**src/rtl/riscv_mc_ctrl_if.sv**
```systemverilog
// Instruction/data memory handshake between the multi-cycle controller (master)
// and the instruction/data memories (slave).
interface riscv_mc_ctrl_if;
  logic       fetch_req;
  logic       imem_ready;
  logic [6:0] opcode;
  logic [2:0] funct3;
  logic [3:0] alu_action;
  logic       read_mem;
  logic       write_mem;
  logic       dmem_ready;

  modport master (
    output fetch_req, read_mem, write_mem,
    input  imem_ready, opcode, funct3, alu_action, dmem_ready
  );

  modport slave (
    input  fetch_req, read_mem, write_mem,
    output imem_ready, opcode, funct3, alu_action, dmem_ready
  );
endinterface

```
**src/rtl/riscv_mc_ctrl.sv**
```systemverilog
// Multi-cycle RV32I control unit: boot/fetch/decode/exec/mem/writeback sequencing
// with variable-latency memory handshakes, timeout and illegal-opcode traps, halt, retire count.
module riscv_mc_ctrl #(
  parameter int OPR_W       = 5,
  parameter int CNT_W       = 32,
  parameter int MEM_TIMEOUT = 16
) (
  input  logic                 clk,
  input  logic                 rst,
  riscv_mc_ctrl_if.master      mem,
  input  logic                 start,
  input  logic                 zero,
  output logic                 en_pc,
  output logic [1:0]           pc_sel,
  output logic                 alu_src,
  output logic [OPR_W-1:0]     opr,
  output logic                 enx12,
  output logic                 enx20,
  output logic                 shamt,
  output logic [1:0]           memtoreg,
  output logic                 en_w,
  output logic                 done,
  output logic                 trap,
  output logic [1:0]           trap_cause,
  output logic                 halt,
  output logic [CNT_W-1:0]     retired
);

  localparam logic [3:0] S_IDLE   = 4'd0;
  localparam logic [3:0] S_BOOT   = 4'd1;
  localparam logic [3:0] S_FETCH  = 4'd2;
  localparam logic [3:0] S_DECODE = 4'd3;
  localparam logic [3:0] S_EXEC   = 4'd4;
  localparam logic [3:0] S_MEM    = 4'd5;
  localparam logic [3:0] S_WB     = 4'd6;
  localparam logic [3:0] S_TRAP   = 4'd7;
  localparam logic [3:0] S_HALT   = 4'd8;

  localparam logic [6:0] OPC_R      = 7'b0110011;
  localparam logic [6:0] OPC_I      = 7'b0010011;
  localparam logic [6:0] OPC_LOAD   = 7'b0000011;
  localparam logic [6:0] OPC_STORE  = 7'b0100011;
  localparam logic [6:0] OPC_BRANCH = 7'b1100011;
  localparam logic [6:0] OPC_JAL    = 7'b1101111;
  localparam logic [6:0] OPC_JALR   = 7'b1100111;
  localparam logic [6:0] OPC_LUI    = 7'b0110111;
  localparam logic [6:0] OPC_AUIPC  = 7'b0010111;
  localparam logic [6:0] OPC_SYSTEM = 7'b1110011;

  localparam logic [3:0] OP_ADD  = 4'd0;
  localparam logic [3:0] OP_SUB  = 4'd1;
  localparam logic [3:0] OP_AND  = 4'd2;
  localparam logic [3:0] OP_OR   = 4'd3;
  localparam logic [3:0] OP_XOR  = 4'd4;
  localparam logic [3:0] OP_SLTU = 4'd5;
  localparam logic [3:0] OP_SLL  = 4'd8;
  localparam logic [3:0] OP_SRL  = 4'd9;
  localparam logic [3:0] OP_SRA  = 4'd10;
  localparam logic [3:0] OP_SLT  = 4'd11;

  localparam logic [1:0] CAUSE_ILLEGAL = 2'b01;
  localparam logic [1:0] CAUSE_IMEM    = 2'b10;
  localparam logic [1:0] CAUSE_DMEM    = 2'b11;

  // Wait counter only needs to reach MEM_TIMEOUT-1; the timeout fires on that cycle.
  localparam int TW = (MEM_TIMEOUT > 1) ? $clog2(MEM_TIMEOUT) : 1;
  localparam logic [TW-1:0] TO_LAST = TW'((MEM_TIMEOUT > 0) ? MEM_TIMEOUT - 1 : 0);

  function automatic logic [3:0] alu_op(input logic [2:0] f3, input logic alt);
    logic [3:0] op;
    case (f3)
      3'd0:    op = alt ? OP_SUB : OP_ADD;
      3'd1:    op = OP_SLL;
      3'd2:    op = OP_SLT;
      3'd3:    op = OP_SLTU;
      3'd4:    op = OP_XOR;
      3'd5:    op = alt ? OP_SRA : OP_SRL;
      3'd6:    op = OP_OR;
      default: op = OP_AND;
    endcase
    return op;
  endfunction

  function automatic logic branch_taken(input logic [2:0] f3, input logic z);
    logic t;
    case (f3)
      3'd0, 3'd5, 3'd7: t = z;
      3'd1, 3'd4, 3'd6: t = !z;
      default:          t = 1'b0;
    endcase
    return t;
  endfunction

  logic [3:0]    state, state_d;
  logic [1:0]    cause_d;
  logic [TW-1:0] wait_cnt;
  logic          timeout_hit;

  logic       d_alu_src, d_enx12, d_enx20, d_shamt;
  logic [3:0] d_opr;
  logic [1:0] d_memtoreg;
  logic       d_wb, d_mem, d_store, d_branch, d_jal, d_jalr, d_legal, d_system;

  logic       wb_q, mem_q, store_q, branch_q, jal_q, jalr_q;
  logic [2:0] f3_q;

  assign timeout_hit = (MEM_TIMEOUT > 0) && (wait_cnt == TO_LAST);

  always_comb begin
    d_alu_src  = 1'b0;
    d_opr      = OP_ADD;
    d_enx12    = 1'b0;
    d_enx20    = 1'b0;
    d_shamt    = 1'b0;
    d_memtoreg = 2'b00;
    d_wb       = 1'b0;
    d_mem      = 1'b0;
    d_store    = 1'b0;
    d_branch   = 1'b0;
    d_jal      = 1'b0;
    d_jalr     = 1'b0;
    d_legal    = 1'b1;
    d_system   = 1'b0;
    case (mem.opcode)
      OPC_R: begin
        d_opr = alu_op(mem.alu_action[2:0], mem.alu_action[3]);
        d_wb  = 1'b1;
      end
      OPC_I: begin
        d_alu_src = 1'b1;
        d_wb      = 1'b1;
        d_opr     = alu_op(mem.alu_action[2:0], (mem.funct3 == 3'd5) && mem.alu_action[3]);
        if (mem.funct3 == 3'd1 || mem.funct3 == 3'd5) d_shamt = 1'b1;
        else                                          d_enx12 = 1'b1;
      end
      OPC_LOAD: begin
        d_alu_src  = 1'b1;
        d_enx12    = 1'b1;
        d_memtoreg = 2'b01;
        d_wb       = 1'b1;
        d_mem      = 1'b1;
      end
      OPC_STORE: begin
        d_alu_src = 1'b1;
        d_enx12   = 1'b1;
        d_mem     = 1'b1;
        d_store   = 1'b1;
      end
      OPC_BRANCH: begin
        d_enx12  = 1'b1;
        d_branch = 1'b1;
        case (mem.funct3)
          3'd0, 3'd1: d_opr = OP_SUB;
          3'd4, 3'd5: d_opr = OP_SLT;
          3'd6, 3'd7: d_opr = OP_SLTU;
          default:    d_legal = 1'b0;
        endcase
      end
      OPC_JAL: begin
        d_alu_src  = 1'b1;
        d_enx20    = 1'b1;
        d_memtoreg = 2'b11;
        d_wb       = 1'b1;
        d_jal      = 1'b1;
      end
      OPC_JALR: begin
        d_alu_src  = 1'b1;
        d_enx12    = 1'b1;
        d_memtoreg = 2'b11;
        d_wb       = 1'b1;
        d_jalr     = 1'b1;
      end
      OPC_LUI: begin
        d_alu_src = 1'b1;
        d_enx20   = 1'b1;
        d_wb      = 1'b1;
      end
      OPC_AUIPC: begin
        d_alu_src  = 1'b1;
        d_enx20    = 1'b1;
        d_memtoreg = 2'b10;
        d_wb       = 1'b1;
      end
      OPC_SYSTEM: d_system = 1'b1;
      default:    d_legal  = 1'b0;
    endcase
  end

  // A ready arriving on the timeout cycle is checked first, so it wins over the trap.
  always_comb begin
    state_d = state;
    cause_d = 2'b00;
    case (state)
      S_IDLE, S_TRAP, S_HALT: if (start) state_d = S_BOOT;
      S_BOOT:  state_d = S_FETCH;
      S_FETCH: begin
        if (mem.imem_ready) state_d = S_DECODE;
        else if (timeout_hit) begin
          state_d = S_TRAP;
          cause_d = CAUSE_IMEM;
        end
      end
      S_DECODE: begin
        if (d_system) state_d = S_HALT;
        else if (!d_legal) begin
          state_d = S_TRAP;
          cause_d = CAUSE_ILLEGAL;
        end else state_d = S_EXEC;
      end
      S_EXEC: state_d = mem_q ? S_MEM : S_WB;
      S_MEM: begin
        if (mem.dmem_ready) state_d = S_WB;
        else if (timeout_hit) begin
          state_d = S_TRAP;
          cause_d = CAUSE_DMEM;
        end
      end
      S_WB:    state_d = S_FETCH;
      default: state_d = S_IDLE;
    endcase
  end

  always_ff @(posedge clk or posedge rst) begin
    if (rst) begin
      state         <= S_IDLE;
      wait_cnt      <= '0;
      mem.fetch_req <= 1'b0;
      mem.read_mem  <= 1'b0;
      mem.write_mem <= 1'b0;
      en_pc         <= 1'b0;
      pc_sel        <= 2'b00;
      alu_src       <= 1'b0;
      opr           <= '0;
      enx12         <= 1'b0;
      enx20         <= 1'b0;
      shamt         <= 1'b0;
      memtoreg      <= 2'b00;
      en_w          <= 1'b0;
      done          <= 1'b0;
      trap          <= 1'b0;
      trap_cause    <= 2'b00;
      halt          <= 1'b0;
      retired       <= '0;
      wb_q          <= 1'b0;
      mem_q         <= 1'b0;
      store_q       <= 1'b0;
      branch_q      <= 1'b0;
      jal_q         <= 1'b0;
      jalr_q        <= 1'b0;
      f3_q          <= 3'd0;
    end else begin
      state <= state_d;
      if (state_d != state)                      wait_cnt <= '0;
      else if (state == S_FETCH || state == S_MEM) wait_cnt <= wait_cnt + TW'(1);

      // Moore outputs: each register reflects the state being entered.
      mem.fetch_req <= (state_d == S_FETCH);
      mem.read_mem  <= (state_d == S_MEM) && !store_q;
      mem.write_mem <= (state_d == S_MEM) && store_q;
      en_pc         <= (state_d == S_BOOT) || (state_d == S_WB);
      en_w          <= (state_d == S_WB) && wb_q;
      done          <= (state_d == S_WB);
      trap          <= (state_d == S_TRAP);
      halt          <= (state_d == S_HALT);
      trap_cause    <= (state_d != S_TRAP) ? 2'b00 :
                       (state == S_TRAP)   ? trap_cause : cause_d;

      if (state_d == S_BOOT)    pc_sel <= 2'b11;
      else if (state_d == S_WB) pc_sel <= jalr_q ? 2'b10 :
                                          (jal_q || (branch_q && branch_taken(f3_q, zero))) ? 2'b01 : 2'b00;
      else                      pc_sel <= 2'b00;

      if (state_d == S_WB) retired <= retired + CNT_W'(1);

      if (state == S_DECODE && state_d == S_EXEC) begin
        alu_src  <= d_alu_src;
        opr      <= OPR_W'(d_opr);
        enx12    <= d_enx12;
        enx20    <= d_enx20;
        shamt    <= d_shamt;
        memtoreg <= d_memtoreg;
        wb_q     <= d_wb;
        mem_q    <= d_mem;
        store_q  <= d_store;
        branch_q <= d_branch;
        jal_q    <= d_jal;
        jalr_q   <= d_jalr;
        f3_q     <= mem.funct3;
      end else if (state_d == S_TRAP || state_d == S_HALT) begin
        alu_src  <= 1'b0;
        opr      <= '0;
        enx12    <= 1'b0;
        enx20    <= 1'b0;
        shamt    <= 1'b0;
        memtoreg <= 2'b00;
      end
    end
  end

endmodule

```
**src/flat_wrapper.sv**
```systemverilog
// flat-port wrapper written by rule: the top's interface ports become plain ports
module riscv_mc_ctrl_flat 
#(
  parameter int OPR_W       = 5,
  parameter int CNT_W       = 32,
  parameter int MEM_TIMEOUT = 16
)
  (clk, rst, start, zero, en_pc, pc_sel, alu_src, opr, enx12, enx20, shamt, memtoreg, en_w, done, trap, trap_cause, halt, retired, mem_fetch_req, mem_read_mem, mem_write_mem, mem_imem_ready, mem_opcode, mem_funct3, mem_alu_action, mem_dmem_ready);
  riscv_mc_ctrl_if mem_i ();
  input  logic clk;
  input  logic rst;
  input  logic start;
  input  logic zero;
  output logic en_pc;
  output logic [1:0] pc_sel;
  output logic alu_src;
  output logic [OPR_W-1:0] opr;
  output logic enx12;
  output logic enx20;
  output logic shamt;
  output logic [1:0] memtoreg;
  output logic en_w;
  output logic done;
  output logic trap;
  output logic [1:0] trap_cause;
  output logic halt;
  output logic [CNT_W-1:0] retired;
  output wire logic [$bits(mem_i.fetch_req)-1:0] mem_fetch_req;
  output wire logic [$bits(mem_i.read_mem)-1:0] mem_read_mem;
  output wire logic [$bits(mem_i.write_mem)-1:0] mem_write_mem;
  input wire logic [$bits(mem_i.imem_ready)-1:0] mem_imem_ready;
  input wire logic [$bits(mem_i.opcode)-1:0] mem_opcode;
  input wire logic [$bits(mem_i.funct3)-1:0] mem_funct3;
  input wire logic [$bits(mem_i.alu_action)-1:0] mem_alu_action;
  input wire logic [$bits(mem_i.dmem_ready)-1:0] mem_dmem_ready;
  assign mem_fetch_req = mem_i.fetch_req;
  assign mem_read_mem = mem_i.read_mem;
  assign mem_write_mem = mem_i.write_mem;
  assign mem_i.imem_ready = mem_imem_ready;
  assign mem_i.opcode = mem_opcode;
  assign mem_i.funct3 = mem_funct3;
  assign mem_i.alu_action = mem_alu_action;
  assign mem_i.dmem_ready = mem_dmem_ready;
  riscv_mc_ctrl #(.OPR_W(OPR_W), .CNT_W(CNT_W), .MEM_TIMEOUT(MEM_TIMEOUT)) u_core (.clk(clk), .rst(rst), .mem(mem_i), .start(start), .zero(zero), .en_pc(en_pc), .pc_sel(pc_sel), .alu_src(alu_src), .opr(opr), .enx12(enx12), .enx20(enx20), .shamt(shamt), .memtoreg(memtoreg), .en_w(en_w), .done(done), .trap(trap), .trap_cause(trap_cause), .halt(halt), .retired(retired));
endmodule
```
**config.mk**
```make
export PLATFORM = sky130hd
export DESIGN_NAME = riscv_mc_ctrl_flat
export DESIGN_NICKNAME = d
export VERILOG_FILES = /design/src/rtl/riscv_mc_ctrl_if.sv /design/src/rtl/riscv_mc_ctrl.sv /design/src/flat_wrapper.sv
export SDC_FILE = /design/constraint.sdc
export NUM_CORES = 1
export LEC_CHECK = 0
export ABC_AREA = 1
export CAP_MARGIN = 25
export CORE_MARGIN = 2
export CORE_UTILIZATION = 40
export CTS_CLUSTER_DIAMETER = 120
export DETAILED_ROUTE_END_ITERATION = 12
export PLACE_DENSITY = 0.67
export RECOVER_POWER = 50
export SLEW_MARGIN = 20
export SYNTH_ARGS = -nofsm -noshare
export SYNTH_HDL_FRONTEND = slang
export SYNTH_SLANG_ARGS = --single-unit
```
**constraint.sdc**
```tcl
create_clock -name clk -period 2.55 [get_ports clk]
set_input_delay 0.3825 -clock clk [delete_from_list [all_inputs] [get_ports clk]]
set_output_delay 0.3825 -clock clk [all_outputs]
set_load 0.02 [all_outputs]
```
# After elaboration in Yosys (flattened, before gate mapping)

Index checks and enable logic that the tools add are counted.

Register bits after elaboration: 72
Latch bits: 0
Bits in writable memories: 0
Memory bits (read-only): 0
Bits of input ports: 20
Output and inout bits: 55
Logic and storage cells: 166
Memories: 0

Add/subtract/negate cells: 2
Multipliers: 0
Divide/modulo/power cells: 0
$lt $le $gt $ge: 0
Eq/ne operators: 45
Shifts and indexed selects: 0
Mux-type cells: 59
Bitwise gates (word level): 0
Reduce and logical (&&, ||, !) cells: 34

Operators by type and width:

| operator                                            | count |
|---|---|
| case mux 4 bit (7 select lines)                     | 2 |
| equality test 3 bit, second input constant          | 11 |
| adder 32 x 1 -> 32 bit, second input constant       | 1 |
| equality test 4 x 3 -> 1 bit, second input constant | 8 |
| two-way mux 2 bit                                   | 16 |
| equality test 7 bit, second input constant          | 4 |
| two-way mux 4 bit                                   | 7 |
| two-way mux 1 bit                                   | 24 |
| case mux 4 bit (3 select lines)                     | 2 |
| case mux 4 bit (6 select lines)                     | 1 |
| equality test 7 x 6 -> 1 bit, second input constant | 3 |
| equality test 7 x 5 -> 1 bit, second input constant | 2 |
| OR reduction 7 bit                                  | 2 |
| equality test 4 x 2 -> 1 bit, second input constant | 3 |
| equality test 4 bit, second input constant          | 3 |
| case mux 2 bit (3 select lines)                     | 2 |
| OR reduction 2 bit                                  | 6 |
| OR reduction 3 bit                                  | 4 |
| two-way mux 5 bit                                   | 2 |
| equality test 3 x 1 -> 1 bit, second input constant | 3 |
| logical NOT 3 bit                                   | 3 |
| OR reduction 9 bit                                  | 1 |
| equality test 4 x 1 -> 1 bit, second input constant | 2 |
| equality test 7 x 2 -> 1 bit, second input constant | 1 |
| 13 further kinds                                    | 27 |

# Longest topological paths before layout

Depth after elaboration: 16
Depth in mapped cells: 13
Depth with buffers taken out: 13

# Least setup slack after synthesis

OpenSTA, ideal clock, no wires.

Kind: reg2reg
From: reg u_core.retired[0]
To: reg u_core.retired[28]
Setup time: 0.118 ns
Arrival: 1.709 ns
Required time: 2.432 ns
Path slack: 0.724 ns
Cell stages (with the launch flop): 11
Buffers on the path: 0
Clock period less this slack: 1.826 ns
Cells stage by stage: dfrtp_1 -> ha_1 -> nand2_1 -> nor2_2 -> nand3_2 -> nor3_4 -> nand3_4 -> nor3_4 -> nand2_1 -> nand2_1 -> nand2_1

Longest elaborated chain between the ends: 1

RTL lines:

| element                  | RTL line             | text |
|---|---|---|
| start: declaration       | riscv_mc_ctrl.sv:26  | `output logic [CNT_W-1:0] retired` |
| start signal: assignment | riscv_mc_ctrl.sv:273 | `if (state_d == S_WB) retired <= retired + CNT_W'(1);` |
| adder 32 x 1 -> 32 bit   | riscv_mc_ctrl.sv:273 |  |

Every way passes these cells.
A chain may end at the register's enable or synchronous reset.

# Worst setup path after layout

From: reg u_core.state[1]
To: reg u_core.retired[28]

Longest elaborated chain between the ends: 4
Elaborated cells on any way between the ends: 17
Those cells by class: eq/ne: 9; mux: 5; reduce/logical: 3

RTL lines:

| element                                           | RTL line             | text |
|---|---|---|
| start: declaration                                | riscv_mc_ctrl.sv:94  | `logic [3:0] state, state_d;` |
| start signal: assignment                          | riscv_mc_ctrl.sv:252 | `state <= state_d;` |
| equality test 4 bit, or another cell as far along | riscv_mc_ctrl.sv:193 | `case (state)` |
| OR reduction 3 bit, or another cell as far along  | riscv_mc_ctrl.sv:193 |  |
| case mux 4 bit (6 select lines) (*)               | riscv_mc_ctrl.sv:193 |  |
| equality test 4 x 3 -> 1 bit (*)                  | riscv_mc_ctrl.sv:273 |  |

Every way passes the cells marked *; elsewhere a longest branch is shown, timed or not.

==> run summary <==
The number of warning messages in the yosys log is 0. The most used flip-flop cell after synthesis is sky130_fd_sc_hd__dfrtp_1. The floorplan die width is 103.5 um. Between clock sinks in the finished design, the worst skew comes to 11.51 ps. The first detailed-routing pass ran for 4 iterations. The number of gates resized after CTS came out at 0. The library cell used most frequently in the layout, excluding fill and tap cells, is sky130_fd_sc_hd__nand2_1. The global route total overflow is 0. The via count of the first global-routing pass came to 3,085. The cell count after synthesis came out at 469. The die area came out at 10,710 um2. The number of levels the H-tree was split into is 3. The total setup violations reported at the end of the flow is 0.

At the pin with the least slew margin, the transition time is 1497 ps. Timing would allow up to 451.5 MHz. VDD sags by at most 412.2 uV.

For this design, the slowest cell found on the critical path is sky130_fd_sc_hd__nand2_1. The min-delay analysis places its worst path in the category in2async. The switching part of the total power is 38.81%.

The buffers inserted during post-CTS setup optimization is 0. The clock sink total came out at 71. The critical path goes through nor2_1, nand2_1, nor2_1, inv_1, nand2_1, nand3_4, nor3_4, nand2_1, nand2_1, nand2_1. The nature of the critical path startpoint is a flop. In this run the cell area measured after placement is 4838 um2. After clock tree synthesis, the clock-pin slew on the worst setup and hold paths is 80 ps.

The run finished, with violations left. On the worst path, the slowest cell contributes a delay of 480 ps. After detailed routing, the total wire length is 8.945 mm. The total half-perimeter wirelength after legalization and detailed placement came out at 6.938 mm. The area overhead of the layout relative to synthesis is 27.24%. In the routed layout, each cell is associated on average with a via count of 4.862. After routing, the total negative slack on setup checks comes to 0 ps. Ranked by total cell area, the synthesized netlist is headed by sky130_fd_sc_hd__dfrtp_1, sky130_fd_sc_hd__nand2_1, sky130_fd_sc_hd__inv_1. Summing every instance area after synthesis gives 3959 um2. The total clock buffers created by CTS is 9. The final cell area excluding filler cells came out at 5037 um2.

The portion of the post-synthesis area used by sequential elements is 44.88%. The internal power of the cells totals 0.002532 W. The buffering stage count on the worst path with inverters included is 1. Across every metal layer, demand over resource in global routing totals 17.41%.

The quantity of I/O buffers inserted on ports is 73. The die extent in y is 103.5 um. STA classifies the critical path endpoint as a flop. The tree is rooted in a sky130_fd_sc_hd__clkbuf_8.

The worst path needs 2215 ps of the cycle, external delays included. The maximum buffer depth of the clock tree is 2. The number of enable flip-flop cells after synthesis came out at 0. The remaining design rule violation count came out at 0. The vias after detailed routing came out at 3,350. The critical path class is reg2reg.

The total power per unit cell area came out at 821.4 nW/um2. Data on the critical path arrives at its endpoint at 2460 ps. Summed over all cells, the static leakage comes to 2.474 nW. The number of hold violations in the final report came out at 0. Setup repair after global routing left no endpoint under its margin. The synthesized area per cell is 8.441 um2.

In this run the critical register-to-register path is launched from u_core.state[1]$_DFF_PP0_. The part of the total power dissipated in combinational logic is 38.3%. The antenna violation net count after detailed routing came out at 0.

The repair_antennas step left the layout with diodes totalling 0. The number of flip-flops and latches in the synthesized netlist is 71. In this run, distinct cell masters in the synthesized netlist total 38. The number of maximum-capacitance violations came out at 1. The core area came out at 9684 um2.

The routed length per placed instance came out at 12.98 um. The largest fanout on the critical path is 14. The wire length of the first global-routing pass came out at 14.48 mm. The total count of max-transition violations in the final report is 0.

The fraction of layout cells with a size suffix above 1 is 12.05%. At the worst endpoint, the required time is 2800 ps. The layout net count is 573. The number of antenna violations at the first check in global routing came out at 0. The number of hold buffers added after CTS was 0. The register-to-register setup slack is 340 ps. The checks that failed: max-capacitance violations.

The clock latency on the worst-skew pair is 350 ps. The depth of the worst register-to-register path is 10. The share of flip-flops with an asynchronous set or reset after synthesis is 100.0%. The reported net switching power came out at 0.001606 W. The library cells used most frequently in the layout, excluding fill and tap cells, are sky130_fd_sc_hd__nand2_1, sky130_fd_sc_hd__dfrtp_1, sky130_fd_sc_hd__clkdlybuf4s50_1. The placement row count came out at 36. The placer congestion estimate is 0.9457. The initial detailed-routing violation count came out at 163. The CTS tree is yes.

The headroom to the max-slew limit came out at 0.2027%. The final cycle utilization of the critical path came out at 86.85%. The clock group share of total power is 25.9%. Entering global routing, the biggest net connects 30 pins.

The part of the total power dissipated in sequential elements is 35.9%. sky130_fd_sc_hd__dfrtp_1 takes more of the synthesized area than any other cell. The starting utilization of the core area came out at 40.88%. The cell class contributing the biggest share of worst-path delay is simple AND/OR/NAND/NOR gates. The most frequent cell on the critical path is sky130_fd_sc_hd__nand2_1. The endpoint of the most critical register-to-register path is u_core.retired[28]$_DFFE_PP0N_.

The fraction of synthesized cell area taken by the top area cell type is 44.88%. 75 I/O pins were placed. The synthesized net count came out at 491.
## registers in the layout, indices dropped and copies added, names as in the netlist, 2 cells and up
register and flops:
u_core.wait_cnt 4, u_core.retired 32, u_core.state 4, u_core.trap_cause 2, u_core.pc_sel 2, u_core.memtoreg 2, u_core.f3_q 3, u_core.opr 4
## cell usage after synthesis (3+ instances only)
cell type,number
sky130_fd_sc_hd__nand2_1,124
sky130_fd_sc_hd__nand3_1,31
sky130_fd_sc_hd__nor2_1,42
sky130_fd_sc_hd__nand3_2,4
sky130_fd_sc_hd__o31ai_1,3
sky130_fd_sc_hd__nand2_2,12
sky130_fd_sc_hd__dfrtp_1,71
sky130_fd_sc_hd__o21ai_1,6
sky130_fd_sc_hd__inv_2,8
sky130_fd_sc_hd__nand2_4,4
sky130_fd_sc_hd__nor3_1,9
sky130_fd_sc_hd__nor2_2,5
sky130_fd_sc_hd__nor2_8,3
sky130_fd_sc_hd__inv_1,47
sky130_fd_sc_hd__nand4_1,23
sky130_fd_sc_hd__o21ai_0,6
sky130_fd_sc_hd__buf_6,4
sky130_fd_sc_hd__o21ai_2,7
sky130_fd_sc_hd__xnor2_1,14
sky130_fd_sc_hd__nor2_4,3
sky130_fd_sc_hd__xor2_1,18
## per-stage QoR
step / hold WS (ps) / setup slack (ps) / utilization (%) / power, W / std cells
2_1_floorplan: 441.9 / 370.9 / - / 0.002686 / 469
3_5_place_dp: 463.8 / 68.19 / 49.96 / 0.003145 / 673
4_1_cts: 216.9 / 409.6 / 52.42 / 0.004231 / 689
6_report: 364.1 / 335.4 / 52.02 / 0.004138 / 689
3_3_place_gp: 463.5 / 168.5 / 49.96 / 0.003118 / 673
5_1_grt: 378.2 / 148.1 / 52.02 / 0.004407 / 689
## metal layers
| layer | up-vias | global-route usage [%] | share of wire, % | wire, um |
|---|---|---|---|---|
| met5 | - | 0 | 0 | 0 |
| met2 | 108 | 26.55 | 44 | 3973 |
| met4 | 0 | 5.972 | 1.3 | 114 |
| met1 | 1558 | 24.29 | 48 | 4335 |
| li1 | 1674 | - | - | - |
| met3 | 10 | 4.234 | 5.8 | 522 |
## worst max path at each step
stage,start,endpoint,slack [ps],cells past startpoint
2_1_floorplan,rst,u_core.alu_src$_DFFE_PP0P_,370,1
3_3_place_gp,mem_opcode[1],u_core.shamt$_DFFE_PP0P_,170,11
3_5_place_dp,mem_opcode[6],u_core.alu_src$_DFFE_PP0P_,70,11
4_1_cts,u_core.wait_cnt[0]$_DFFE_PP0P_,u_core.alu_src$_DFFE_PP0P_,410,10
5_1_grt,rst,u_core.store_q$_DFFE_PP0P_,150,3
6_report,u_core.state[1]$_DFF_PP0_,u_core.retired[28]$_DFFE_PP0N_,340,10
## kinds of logic (layout without fill, tap and decap cells)
| kind of cell | Yosys count | in the layout | share of synthesized area (%) |
|---|---|---|---|
| compound gates | 28 | 28 | 4.804 |
| buf+inv | 61 | 148 | 6.732 |
| fa+ha+maj | 2 | 2 | 0.6320 |
| other cells | 1 | 1 | 0.09473 |
| flops | 71 | 71 | 44.88 |
| simple gates | 274 | 274 | 35.78 |
| xor+xnor | 32 | 32 | 7.080 |
## cell type report
| cell class | count | area (um2) |
|---|---|---|
| sequential | 71 | 1777 |
| tap | 133 | 166.4 |
| clock buffer | 11 | 131.4 |
| timing repair buffer | 77 | 749.5 |
| clock inverter | 5 | 106.4 |
| inverter | 55 | 206.4 |
| fill | 934 | 4647 |
| multi-input combinational | 337 | 1901 |
## power groups by stage
stage	Sequential [W]	Clock (W)	Combinational, W
CTS	0.00149	0.00110	0.00164
global placement	0.00151	0	0.00161
global route	0.00151	0.00114	0.00176
finish	0.00148	0.00107	0.00158
detailed placement	0.00150	0	0.00164
floorplan	0.00161	0	0.00108
Note: power is estimated with default switching activity, not from simulation.
